$ cat config.mk
export PLATFORM = sky130hd
export DESIGN_NAME = ras_ctrl_flat
export DESIGN_NICKNAME = d
export VERILOG_FILES = /design/src/rtl/ras_ctrl_if.sv /design/src/rtl/ras_ctrl.sv /design/src/flat_wrapper.sv
export SDC_FILE = /design/constraint.sdc
export NUM_CORES = 1
export LEC_CHECK = 0
export ABC_AREA = 1
export ABC_CLOCK_PERIOD_IN_PS = 6100
export CAP_MARGIN = 0
export CORE_MARGIN = 4
export CORE_UTILIZATION = 40
export DETAILED_ROUTE_END_ITERATION = 10
export PLACE_DENSITY = 0.86
export SLEW_MARGIN = 40
export SYNTH_ARGS = -nofsm -noshare
export SYNTH_HDL_FRONTEND = slang
export SYNTH_SLANG_ARGS = --single-unit
$ cat constraint.sdc
create_clock -name clk -period 6.1 [get_ports clk]
set_input_delay 0.61 -clock clk [delete_from_list [all_inputs] [get_ports clk]]
set_output_delay 0.61 -clock clk [all_outputs]
set_load 0.05 [all_outputs]
$ cat src/rtl/ras_ctrl_if.sv
// Requester-side handshake bundle for ras_ctrl: two requesters (0 = predict, 1 = replay)
// share one set of valid/push/pop/data lanes and receive per-requester grants.
interface ras_ctrl_if #(
   parameter int WIDTH = 32
);
   logic [1:0]         req_valid;
   logic [1:0]         req_push;
   logic [1:0]         req_pop;
   logic [2*WIDTH-1:0] req_data;
   logic [1:0]         req_ready;

   modport master (output req_valid, req_push, req_pop, req_data, input req_ready);
   modport slave  (input req_valid, req_push, req_pop, req_data, output req_ready);
endinterface

$ cat src/rtl/ras_ctrl.sv
// Speculative return-address-stack sequencer: round-robin push/pop arbitration, per-level
// occupancy tracking, registered commit/flush pulses. Define RAS_CTRL_STATS_EN for statistics counters.
module ras_ctrl #(
   parameter  int STAGES       = 2,
   parameter  int WIDTH        = 32,
   parameter  int MAX_BRANCHES = 16,
   localparam int CW           = $clog2(MAX_BRANCHES + 1)
) (
   input  logic                 clk,
   input  logic                 reset,
   ras_ctrl_if.slave            req,
   input  logic [STAGES-1:0]    adv,
   output logic [STAGES-1:0]    adv_ready,
   input  logic [STAGES-1:0]    kill,
   output logic                 ras_push,
   output logic                 ras_pop,
   output logic [WIDTH-1:0]     ras_din,
   output logic [STAGES-1:0]    ras_commit,
   output logic [STAGES-1:0]    ras_flush,
   output logic [STAGES*CW-1:0] occ,
   output logic                 err,
   output logic [31:0]          stat_ops,
   output logic [31:0]          stat_flush,
   output logic [31:0]          stat_stall
);
   logic                ptr_q;
   logic [CW-1:0]       occ_q   [STAGES];
   logic [CW-1:0]       occ_nxt [STAGES];
   logic                kill_any, blocked, accept, gsel, g_push, g_pop, active;
   logic [1:0]          gnt;
   logic [WIDTH-1:0]    g_data;
   logic [STAGES-1:0]   ar, adv_acc, flush_mask, occ_inc, adv_err;
   logic                ras_push_p1, ras_pop_p1;
   logic [WIDTH-1:0]    ras_din_p1;
   logic [STAGES-1:0]   ras_commit_p1, ras_flush_p1;
   logic                err_q;

   // Stage p0: arbitration, advance acceptance and next occupancy (combinational)
   always_comb begin
      kill_any = |kill;
      blocked  = kill_any || (occ_q[0] == CW'(MAX_BRANCHES)) || reset;
      gnt      = '0;
      if (!blocked) begin
         if (req.req_valid[ptr_q])       gnt[ptr_q]  = 1'b1;
         else if (req.req_valid[!ptr_q]) gnt[!ptr_q] = 1'b1;
      end
      accept = |gnt;
      gsel   = gnt[1];
      g_push = req.req_push[gsel];
      g_pop  = req.req_pop[gsel];
      g_data = gsel ? req.req_data[2*WIDTH-1:WIDTH] : req.req_data[WIDTH-1:0];
      active = accept && (g_push || g_pop);

      // A level may drain into a full level above only if that level drains this same cycle.
      ar = '0;
      ar[STAGES-1] = (occ_q[STAGES-1] != '0) && !kill_any;
      for (int i = STAGES-2; i >= 0; i--)
         ar[i] = (occ_q[i] != '0) && !kill_any &&
                 ((occ_q[i+1] != CW'(MAX_BRANCHES)) || (adv[i+1] && ar[i+1]));
      adv_acc = adv & ar;

      adv_err = '0;
      for (int i = 0; i < STAGES; i++) begin
         adv_err[i]    = adv[i] && (occ_q[i] == '0);
         flush_mask[i] = |(kill >> i);
      end

      occ_inc = STAGES'({adv_acc, active});
      for (int i = 0; i < STAGES; i++)
         occ_nxt[i] = flush_mask[i] ? '0 : occ_q[i] + CW'(occ_inc[i]) - CW'(adv_acc[i]);
   end

   assign req.req_ready = gnt;
   assign adv_ready     = ar;

   // Stage p1: registered stack-facing outputs and control state
   always_ff @(posedge clk) begin
      if (reset) begin
         ptr_q         <= 1'b0;
         ras_push_p1   <= 1'b0;
         ras_pop_p1    <= 1'b0;
         ras_din_p1    <= '0;
         ras_commit_p1 <= '0;
         ras_flush_p1  <= '0;
         err_q         <= 1'b0;
         for (int i = 0; i < STAGES; i++) occ_q[i] <= '0;
      end else begin
         if (accept) ptr_q <= !gsel;
         ras_push_p1   <= active && g_push;
         ras_pop_p1    <= active && g_pop;
         if (active && g_push) ras_din_p1 <= g_data;
         ras_commit_p1 <= adv_acc;
         ras_flush_p1  <= flush_mask;
         err_q         <= err_q || (|adv_err);
         for (int i = 0; i < STAGES; i++) occ_q[i] <= occ_nxt[i];
      end
   end

   always_comb begin
      occ = '0;
      for (int i = 0; i < STAGES; i++) occ[i*CW +: CW] = occ_q[i];
   end

   assign ras_push   = ras_push_p1;
   assign ras_pop    = ras_pop_p1;
   assign ras_din    = ras_din_p1;
   assign ras_commit = ras_commit_p1;
   assign ras_flush  = ras_flush_p1;
   assign err        = err_q;

`ifdef RAS_CTRL_STATS_EN
   logic [31:0] stat_ops_q, stat_flush_q, stat_stall_q;

   always_ff @(posedge clk) begin
      if (reset) begin
         stat_ops_q   <= '0;
         stat_flush_q <= '0;
         stat_stall_q <= '0;
      end else begin
         stat_ops_q   <= stat_ops_q + 32'(active);
         stat_flush_q <= stat_flush_q + 32'(kill_any);
         stat_stall_q <= stat_stall_q + 32'((|req.req_valid) && !accept);
      end
   end

   assign stat_ops   = stat_ops_q;
   assign stat_flush = stat_flush_q;
   assign stat_stall = stat_stall_q;
`else
   assign stat_ops   = '0;
   assign stat_flush = '0;
   assign stat_stall = '0;
`endif
endmodule

$ cat src/flat_wrapper.sv
// flat-port wrapper written by rule: the top's interface ports become plain ports
module ras_ctrl_flat 
#(
   parameter  int STAGES       = 2,
   parameter  int WIDTH        = 32,
   parameter  int MAX_BRANCHES = 16,
   localparam int CW           = $clog2(MAX_BRANCHES + 1)
)
  (clk, reset, adv, adv_ready, kill, ras_push, ras_pop, ras_din, ras_commit, ras_flush, occ, err, stat_ops, stat_flush, stat_stall, req_req_valid, req_req_push, req_req_pop, req_req_data, req_req_ready);
  ras_ctrl_if #(.WIDTH(WIDTH)) req_i ();
  input  logic clk;
  input  logic reset;
  input  logic [STAGES-1:0] adv;
  output logic [STAGES-1:0] adv_ready;
  input  logic [STAGES-1:0] kill;
  output logic ras_push;
  output logic ras_pop;
  output logic [WIDTH-1:0] ras_din;
  output logic [STAGES-1:0] ras_commit;
  output logic [STAGES-1:0] ras_flush;
  output logic [STAGES*CW-1:0] occ;
  output logic err;
  output logic [31:0] stat_ops;
  output logic [31:0] stat_flush;
  output logic [31:0] stat_stall;
  input wire logic [$bits(req_i.req_valid)-1:0] req_req_valid;
  input wire logic [$bits(req_i.req_push)-1:0] req_req_push;
  input wire logic [$bits(req_i.req_pop)-1:0] req_req_pop;
  input wire logic [$bits(req_i.req_data)-1:0] req_req_data;
  output wire logic [$bits(req_i.req_ready)-1:0] req_req_ready;
  assign req_i.req_valid = req_req_valid;
  assign req_i.req_push = req_req_push;
  assign req_i.req_pop = req_req_pop;
  assign req_i.req_data = req_req_data;
  assign req_req_ready = req_i.req_ready;
  ras_ctrl #(.STAGES(STAGES), .WIDTH(WIDTH), .MAX_BRANCHES(MAX_BRANCHES)) u_core (.clk(clk), .reset(reset), .req(req_i), .adv(adv), .adv_ready(adv_ready), .kill(kill), .ras_push(ras_push), .ras_pop(ras_pop), .ras_din(ras_din), .ras_commit(ras_commit), .ras_flush(ras_flush), .occ(occ), .err(err), .stat_ops(stat_ops), .stat_flush(stat_flush), .stat_stall(stat_stall));
endmodule
==> metrics.txt, run 1 <==
status=completed; Pwr Density=180 nW/um2; Slew HR=60.5%; Routability Congestion=0.831; Clock Latency Late Sink=0.30 ns; static leakage power=0.00238 uW; post-CTS resize count=0; worst-path maximum fanout=36; Final Hold Viols=0; Clock Skew=0.00991 ns; Post-CTS Hold Fix Bufs=0; fin crit share=62.7%; Gate Count Post-Synth=541; Reg clk slew, reported paths=0.10 ns; Worst Hold Class=flop to flop; Total Routing Usage GR=15.3%; WP buf/inv=3; Slew Viols, Final=0; WL/cell=11.0 um; number of global-route vias before repair=2919; pre-CTS setup slack=2.18 ns; post-place instance area=4450 um2; critical path class=input port to output pin; Finished Cell Area=4540 um2; HPWL after DPL=6780 um; Post-CTS Setup Repair Bufs=0; Starting Density=41.9%; clk buf depth=2; die height=101 um; Ports=225; ant diodes=0; Rows=33; Synth Warn #=0; # port buffers=128; vias per std cell=4.07; initial antenna violation count=0; final wirelength=8400 um; DRC=0; first-pass GRT wire length=12900 um; H-Tree Depth=2; Yosys cell types=29; critical path, cell by cell=clkdlybuf4s50_1 -> nor2_8 -> nand3_4 -> inv_2 -> clkdlybuf4s50_1; Vias=3116; FMAX=261 MHz; Final Setup Violations=0; Die ar.=10300 um2; setup ws final=2.27 ns; largest net degree at the start of global routing=66; CP max-delay cell=clkdlybuf4s50_1; GR Overflow Total=0; share of cells above drive strength 1=2.87%; DRT iter0 DRCs=44; TritonCTS Buffers=5; Slew @ Worst Pin=0.592 ns; Die W=101 um; Antenna Nets Post-Route=0; syn_area_per_cell=6.45 um2; peak supply drop=0.0890 mV; Setup TNS Final=0 ns; Layout area overhead=29.9%; CTS tree=done; nets@finish=750; max cap viols=0; Worst EP arrival=3.22 ns; Post-Syn Area=3490 um2; Top delay family on crit path=buffers and inverters; CP Launch Type=input port; critical path data required time=5.49 ns; CP max stage delay=0.90 ns; TritonCTS Sinks=50; synthesis-stage register bit count=50; RSZ-0062 raised after global routing=false; TritonRoute pass-1 iters=5; register area share after synthesis=28.7%; Critical Path Sink Type=output pin; Core Region=8340 um2; Clock Tree Root=clkbuf_8; Most common cell on crit path=clkdlybuf4s50_1; Final min period=3.83 ns
## state kept, by name, indices dropped and copies added (netlist names)
name / count
u_core.ras_pop: 1
u_core.ras_din: 32
u_core.ras_push: 1
u_core.ras_commit: 2
u_core.occ_q: 10
u_core.ptr_q: 1
u_core.err: 1
u_core.ras_flush: 2
## placed cells by master (no fill, tap or decap), drive strengths merged
cell type	count
o22ai	1
clkbuf	6
fa	2
a21o	1
a211oi	1
nand3b	1
o21bai	1
inv	75
nand4	2
clkdlybuf4s50	128
conb	96
o21ai	9
xnor2	2
nor2	82
or2	2
buf	2
nand3	7
nand2	171
a21oi	8
clkinv	2
dfxtp	50
ha	12
## cells by family (layout without fill, tap and decap cells)
logic type	Yosys count	in the layout	share of synthesized area [%]
compound gates	21	21	3.37
other cells	1	96	0.107
fa+ha+maj	14	14	5.45
buf+inv	188	213	31.7
simple gates	265	265	30.2
xor+xnor	2	2	0.502
flops	50	50	28.7
## worst min-delay path, delay by kind of cell, from the launching register on
family        cells  cell delay, ns
flops             1            0.32
simple gates      3            0.12
buf+inv           1            0.05
## final timing paths
check	startpoint	to	slack (ns)	depth (start not counted)
hold reg to reg	u_core.ras_din[17]$_SDFFE_PP0P_	u_core.ras_din[17]$_SDFFE_PP0P_	0.52	4
hold / removal	u_core.ras_din[17]$_SDFFE_PP0P_	u_core.ras_din[17]$_SDFFE_PP0P_	0.52	4
setup / recovery	reset	req_req_ready[1]	2.27	5
setup reg to reg	u_core.occ_q[0][3]$_SDFF_PP0_	u_core.occ_q[0][4]$_SDFF_PP0_	2.80	16
## cell type report
class,instances,area (um2)
Sequential cell,50,1000
Multi-Input combinational cell,398,1740
Tap cell,105,131
Clock inverter,2,13.8
Timing Repair Buffer,130,1300
Clock buffer,6,72.6
Fill cell,807,3800
Inverter,75,282
## power breakdown
part | leakage (uW) | internal, uW | switching (uW) | total (uW)
combinational | 0.00193 | 73.6 | 209 | 282
sequential | 0.000406 | 336 | 4.63 | 341
clock | 0.0000452 | 81.3 | 111 | 193
## Yosys cell counts (all sizes together)
cell	number	area (um2)
nand2	171	644
o22ai	1	6.26
a21o	1	7.51
conb	1	3.75
xnor2	2	17.5
dfxtp	50	1000
nand3b	1	7.51
a21oi	8	43.8
o21ai	9	45.0
ha	12	150
buf	110	815
clkbuf	3	11.3
nand4	2	12.5
or2	2	12.5
o21bai	1	7.51
nor2	82	324
fa	2	40.0
a211oi	1	7.51
inv	75	282
nand3	7	52.6
## per-layer routing
layer / routed length, um / up-vias / GRT usage (%)
met5: 0 / - / 0
met3: 644 / 12 / 3.03
met1: 3230 / 1356 / 16.8
met2: 4380 / 124 / 28.8
li1: - / 1624 / -
met4: 140 / 0 / 5.83
## metrics by stage
stage | power [uW] | hold WS, ns | util, % | instances
after floorplan | 603 | 0.474 | - | 636
after global placement | 627 | 0.467 | 53.3 | 758
after detailed placement | 629 | 0.499 | 53.3 | 758
after CTS | 827 | 0.520 | 54.4 | 766
after global routing | 859 | 0.546 | 54.4 | 766
final | 815 | 0.515 | 54.4 | 766
(Power assumes the default switching activity.)
==> inputs of run 2 (changes only) <==
--- a/config.mk
+++ b/config.mk
@@ -6,12 +6,12 @@
 export NUM_CORES = 1
 export LEC_CHECK = 0
 export ABC_AREA = 1
-export ABC_CLOCK_PERIOD_IN_PS = 6100
+export ABC_CLOCK_PERIOD_IN_PS = 3790
 export CAP_MARGIN = 0
 export CORE_MARGIN = 4
-export CORE_UTILIZATION = 40
+export CORE_UTILIZATION = 37
 export DETAILED_ROUTE_END_ITERATION = 10
-export PLACE_DENSITY = 0.86
+export PLACE_DENSITY = 0.81
 export SLEW_MARGIN = 40
 export SYNTH_ARGS = -nofsm -noshare
 export SYNTH_HDL_FRONTEND = slang
==> constraint.sdc (replaced) <==
create_clock -name clk -period 3.79 [get_ports clk]
set_input_delay 0.379 -clock clk [delete_from_list [all_inputs] [get_ports clk]]
set_output_delay 0.379 -clock clk [all_outputs]
set_load 0.05 [all_outputs]
==> run 2 against run 1 <==
Against the previous run:
- via count is 2.0% lower
- sequential power is 61% higher
- utilization is 4.5 points lower
- register-to-register slack worse by 1.8 ns
- cell count is 1.0% higher
- global-route usage is 1.7 points lower
- combinational power is 61% higher
- clock-buffer cell count stayed put
- power is 71% higher
- clock power is 100% higher
- highest routed layer unchanged
==> metrics.txt, run 2 (same netlist as run 1, synthesis figures left out) <==
clk buf depth=2; Vias=3053; worst-path maximum fanout=16; Comb power frac=32.7%; CTS tree=done; Core Region=9200 um2; Die ar.=11100 um2; Worst EP arrival=2.97 ns; Layout area overhead=31.5%; Final Hold Viols=0; Critical Path Sink Type=flop; Post-CTS Setup Repair Bufs=0; Routability Congestion=0.835; Rows=35; Reg clk slew, reported paths=0.09 ns; ant diodes=0; TritonRoute pass-1 iters=4; Clock Latency Late Sink=0.29 ns; CP max stage delay=0.38 ns; nets@finish=753; Antenna Nets Post-Route=0; Clock Skew=0.00613 ns; # port buffers=128; largest net degree at the start of global routing=66; Total Routing Usage GR=13.6%; post-place instance area=4480 um2; WL/cell=10.5 um; Die W=105 um; Post-CTS Hold Fix Bufs=0; TritonCTS Buffers=5; internal power=872 uW; critical path class=flop to flop; Switch Pwr=520 uW; Final Util=49.9%; dpl cells=767; Slew Viols, Final=0; RSZ-0062 raised after global routing=false; Setup TNS Final=0 ns; status=completed; Starting Density=38.0%; DRC=0; HPWL after DPL=6430 um; number of global-route vias before repair=2656; FMAX=360 MHz; Most common cell on crit path=o21ai_0; Seq pwr share=39.4%; H-Tree Depth=2; vias per std cell=3.94; max reg flops=32; static leakage power=0.00241 uW; post-CTS resize count=0; Pwr Density=303 nW/um2; CP Launch Type=flop; Final Setup Violations=0; CP max-delay cell=dfxtp_1; Clock power frac=28.0%; Finished Cell Area=4590 um2; critical path, cell by cell=inv_1 -> ha_1 -> nand3_1 -> nand3_4 -> or2_2 -> o21ai_0 -> o21ai_0 -> ha_1 -> fa_1 -> nand2_1 -> inv_1 -> nor2_1 -> o21bai_1 -> o21ai_0 -> a21oi_1; DRT iter0 DRCs=129; fin cells=774; Slew HR=58.5%; Clock Tree Root=clkbuf_8; critical path data required time=3.98 ns; initial antenna violation count=0; GR Overflow Total=0; fillers=916; most common cell after layout, fill and taps aside=nand2_1; Design Power=1390 uW; fin crit share=73.3%; WP buf/inv=2; Top delay family on crit path=simple AND/OR/NAND/NOR gates; die height=105 um; peak supply drop=0.136 mV; Worst Hold Class=flop to flop; Net Sw Frac=37.4%; most frequent cells in the layout=170 x nand2_1, 127 x clkdlybuf4s50_1, 96 x conb_1, 81 x nor2_1, 73 x inv_1; first-pass GRT wire length=12500 um; Slew @ Worst Pin=0.623 ns; TritonCTS Sinks=50; share of cells above drive strength 1=3.32%; max cap viols=0; final wirelength=8150 um; Ports=225; Final min period=2.78 ns
## run 2: cell types whose count changed in the layout (fill, tap and decap cells not counted), sizes merged
cell           delta
clkdlybuf4s50     -1
clkinv            -2
buf               +4
bufinv            +1
## run 2: per-layer routing
metal | vias up | track usage [%] | part of all wire (%)
met3 | 4 | 3.77 | 8.5
met2 | 122 | 24.7 | 50
met4 | 0 | 3.28 | 0.66
li1 | 1629 | - | -
met5 | - | 0 | 0
met1 | 1298 | 15.9 | 41
## run 2: layout make-up
type	count	area (um2)	share of cell area [%]
Multi-Input combinational cell	398	1740	37.9
Timing Repair Buffer	133	1320	28.7
Sequential cell	50	1000	21.8
Inverter	75	282	6.13
Tap cell	111	139	3.03
Clock buffer	6	82.6	1.80
Clock inverter	1	30.0	0.654
## run 2: through the flow
stage          hold slack [ns]  worst slack (ns)
6_report                 0.516              1.01
5_1_grt                  0.538             0.687
4_1_cts                  0.516             0.984
3_5_place_dp             0.500             0.696
3_3_place_gp             0.498             0.775
2_1_floorplan            0.474             0.955
## run 2: final timing paths
| check | from | endpoint | slack (ns) | depth (start not counted) |
|---|---|---|---|---|
| worst max-delay path | u_core.occ_q[0][3]$_SDFF_PP0_ | u_core.occ_q[0][4]$_SDFF_PP0_ | 1.01 | 15 |
| worst min-delay path | u_core.ras_din[4]$_SDFFE_PP0P_ | u_core.ras_din[4]$_SDFFE_PP0P_ | 0.52 | 4 |
| worst max register to register | u_core.occ_q[0][3]$_SDFF_PP0_ | u_core.occ_q[0][4]$_SDFF_PP0_ | 1.01 | 15 |
| worst min register to register | u_core.ras_din[4]$_SDFFE_PP0P_ | u_core.ras_din[4]$_SDFFE_PP0P_ | 0.52 | 4 |
## run 2: power groups by stage
stage | clock network [uW] | registers (uW) | logic, uW
CTS | 406 | 548 | 455
detailed placement | 0 | 560 | 454
global route | 422 | 550 | 482
finish | 390 | 548 | 455
floorplan | 0 | 613 | 357
global placement | 0 | 560 | 453
## run 2: worst min-delay path, delay by kind of cell, from the launching register on
family	cells	cell delay, ns
buffers and inverters	1	0.05
flip-flops	1	0.32
AND/OR/NAND/NOR	3	0.13
==> inputs of run 3 (changes only) <==
--- a/config.mk
+++ b/config.mk
@@ -6,12 +6,12 @@
 export NUM_CORES = 1
 export LEC_CHECK = 0
 export ABC_AREA = 1
-export ABC_CLOCK_PERIOD_IN_PS = 3790
+export ABC_CLOCK_PERIOD_IN_PS = 2300
 export CAP_MARGIN = 0
 export CORE_MARGIN = 4
-export CORE_UTILIZATION = 37
+export CORE_UTILIZATION = 33
 export DETAILED_ROUTE_END_ITERATION = 10
-export PLACE_DENSITY = 0.81
+export PLACE_DENSITY = 0.76
 export SLEW_MARGIN = 40
 export SYNTH_ARGS = -nofsm -noshare
 export SYNTH_HDL_FRONTEND = slang
==> constraint.sdc (replaced) <==
create_clock -name clk -period 2.3 [get_ports clk]
set_input_delay 0.23 -clock clk [delete_from_list [all_inputs] [get_ports clk]]
set_output_delay 0.23 -clock clk [all_outputs]
set_load 0.05 [all_outputs]
==> run 3 against run 2 <==
Against the previous run:
- clock skew grew 0.011 ns
- sequential share of layout area decreased by 2.1 points
- highest routed layer unchanged
- power rose by 67%
- sequential power is 64% higher
- die area increased by 11%
- the flow now finishes with violations (setup timing)
==> metrics.txt, run 3 (same netlist as run 1, synthesis figures left out) <==
status=complete, but fails checks; failing checks=setup timing; critical path data required time=2.50 ns; TritonRoute pass-1 iters=4; first-pass GRT wire length=14200 um; fin crit share=111%; r2r endpoint=u_core.occ_q[0][4]$_SDFF_PP0_; CTS tree=done; critical path class=flop to flop; Vias=3250; Worst EP arrival=2.74 ns; RSZ-0062 raised after global routing=true; post-place instance area=4800 um2; FF-to-FF setup slack=-0.24 ns; Layout area overhead=48.4%; max cap viols=0; Final Setup Violations=6; WL/cell=11.0 um; vias per std cell=3.85; Levels on crit path=19; Clock Tree Root=clkbuf_8; Rows=37; Slew HR=58.5%; TritonCTS Buffers=5; RR Startpoint=u_core.occ_q[0][7]$_SDFF_PP0_; Setup crit end=u_core.occ_q[0][4]$_SDFF_PP0_; Top delay family on crit path=adder cells; ant diodes=0; die height=111 um; Setup TNS Final=-0.755 ns; DRT iter0 DRCs=110; Slew Viols, Final=0; DRC=0; CP Launch Type=flop; HPWL after DPL=6640 um; # port buffers=128; Die W=111 um; Critical Path Sink Type=flop; Pwr Density=448 nW/um2; H-Tree Depth=2; Worst Setup SP=u_core.occ_q[0][7]$_SDFF_PP0_; Worst Hold Class=flop to flop; TritonCTS Sinks=50; Finished Cell Area=5180 um2; nets@finish=798; number of global-route vias before repair=2985; Final Util=50.2%; Clock Latency Late Sink=0.31 ns; most frequent cells in the layout=168 x nand2_1, 124 x clkdlybuf4s50_1, 96 x conb_1, 77 x nor2_1, 62 x inv_1; Final Hold Viols=0; Post-CTS Hold Fix Bufs=0; worst-path maximum fanout=2; Routability Congestion=0.821; GR Overflow Total=0; critical path, cell by cell=inv_4 -> ha_4 -> nand4_1 -> nand2_2 -> nor2_4 -> inv_2 -> nand2_2 -> nand3_2 -> inv_2 -> ha_4 -> inv_2 -> ha_4 -> fa_2 -> nand2_1 -> inv_1 -> nor2_1 -> o21bai_1 -> o21ai_1 -> a21oi_1; share of cells above drive strength 1=15.7%; Starting Density=33.8%; clk buf depth=2; CP max-delay cell=dfxtp_4; Final min period=2.54 ns; Reg clk slew, reported paths=0.11 ns; setup ws final=-0.242 ns; Clock Skew=0.0167 ns; static leakage power=0.00265 uW; Die ar.=12300 um2; Total Routing Usage GR=13.7%; max reg flops=32; initial antenna violation count=0; CP max stage delay=0.37 ns; R2R cell count=19; largest net degree at the start of global routing=66; Slew @ Worst Pin=0.623 ns; most common cell after layout, fill and taps aside=nand2_1; Core Region=10300 um2; WP buf/inv=5; Ports=225; peak supply drop=0.252 mV; Antenna Nets Post-Route=0; FMAX=393 MHz; final wirelength=9280 um
[run 3: cell count changes in the layout (fill, tap and decap cells not counted), sizes merged]
cell / previous run / this run
inv: 75 / 77
buf: 6 / 54
clkbuf: 6 / 5
clkdlybuf4s50: 127 / 124
[run 3: power by group]
group,internal [uW],switching [uW]
clock network,333,319
logic,210,560
registers,886,10.9
[run 3: worst min path at each step]
stage	cells past startpoint	start	end	slack, ns
finish	2	u_core.err$_SDFF_PP0_	u_core.err$_SDFF_PP0_	0.49
global route	2	u_core.err$_SDFF_PP0_	u_core.err$_SDFF_PP0_	0.54
CTS	2	u_core.err$_SDFF_PP0_	u_core.err$_SDFF_PP0_	0.50
detailed placement	2	u_core.err$_SDFF_PP0_	u_core.err$_SDFF_PP0_	0.46
global placement	2	u_core.err$_SDFF_PP0_	u_core.err$_SDFF_PP0_	0.46
floorplan	2	kill[1]	u_core.ras_flush[1]$_SDFF_PP0_	0.35
[run 3: cell type report]
type                            instances  area (um2)
Clock buffer                            5        68.8
Fill cell                            1007        5140
Clock inverter                          3        47.5
Multi-Input combinational cell        398        1870
Sequential cell                        50        1020
Timing Repair Buffer                  178        1710
Inverter                               75         289
Tap cell                              136         170
[run 3: layer usage]
layer	vias up	GRT usage, %	share of wire, %
li1	1720	-	-
met1	1416	15.5	40
met2	106	26.3	53
met3	8	2.73	6.1
met4	0	3.28	1.2
met5	-	0	0
[run 3: worst reg2reg max path, stage by stage, from the launching register on]
cell and delay, ns:
dfxtp_4 0.37, inv_4 0.06, ha_4 0.13, nand4_1 0.15, nand2_2 0.16, nor2_4 0.05
inv_2 0.07, nand2_2 0.06, nand3_2 0.08, inv_2 0.06, ha_4 0.25, inv_2 0.04
ha_4 0.15, fa_2 0.33, nand2_1 0.07, inv_1 0.06, nor2_1 0.08, o21bai_1 0.09
o21ai_1 0.13, a21oi_1 0.05
[run 3: what timing repair did]
action | CTS | global route
setup buffers | 16 | 11
pin swaps | 12 | 14
setup endpoints to repair | 5 | 9
gates cloned | 0 | 0
resized for setup | 23 | 15
[run 3: stage by stage]
stage | instances | hold WS (ns) | power [uW] | setup slack (ns)
2_1_floorplan | 636 | 0.347 | 1590 | -0.119
3_3_place_gp | 818 | 0.459 | 1680 | -0.410
3_5_place_dp | 818 | 0.463 | 1680 | -0.506
4_1_cts | 841 | 0.497 | 2360 | -0.199
5_1_grt | 845 | 0.536 | 2440 | -0.416
6_report | 845 | 0.493 | 2320 | -0.242
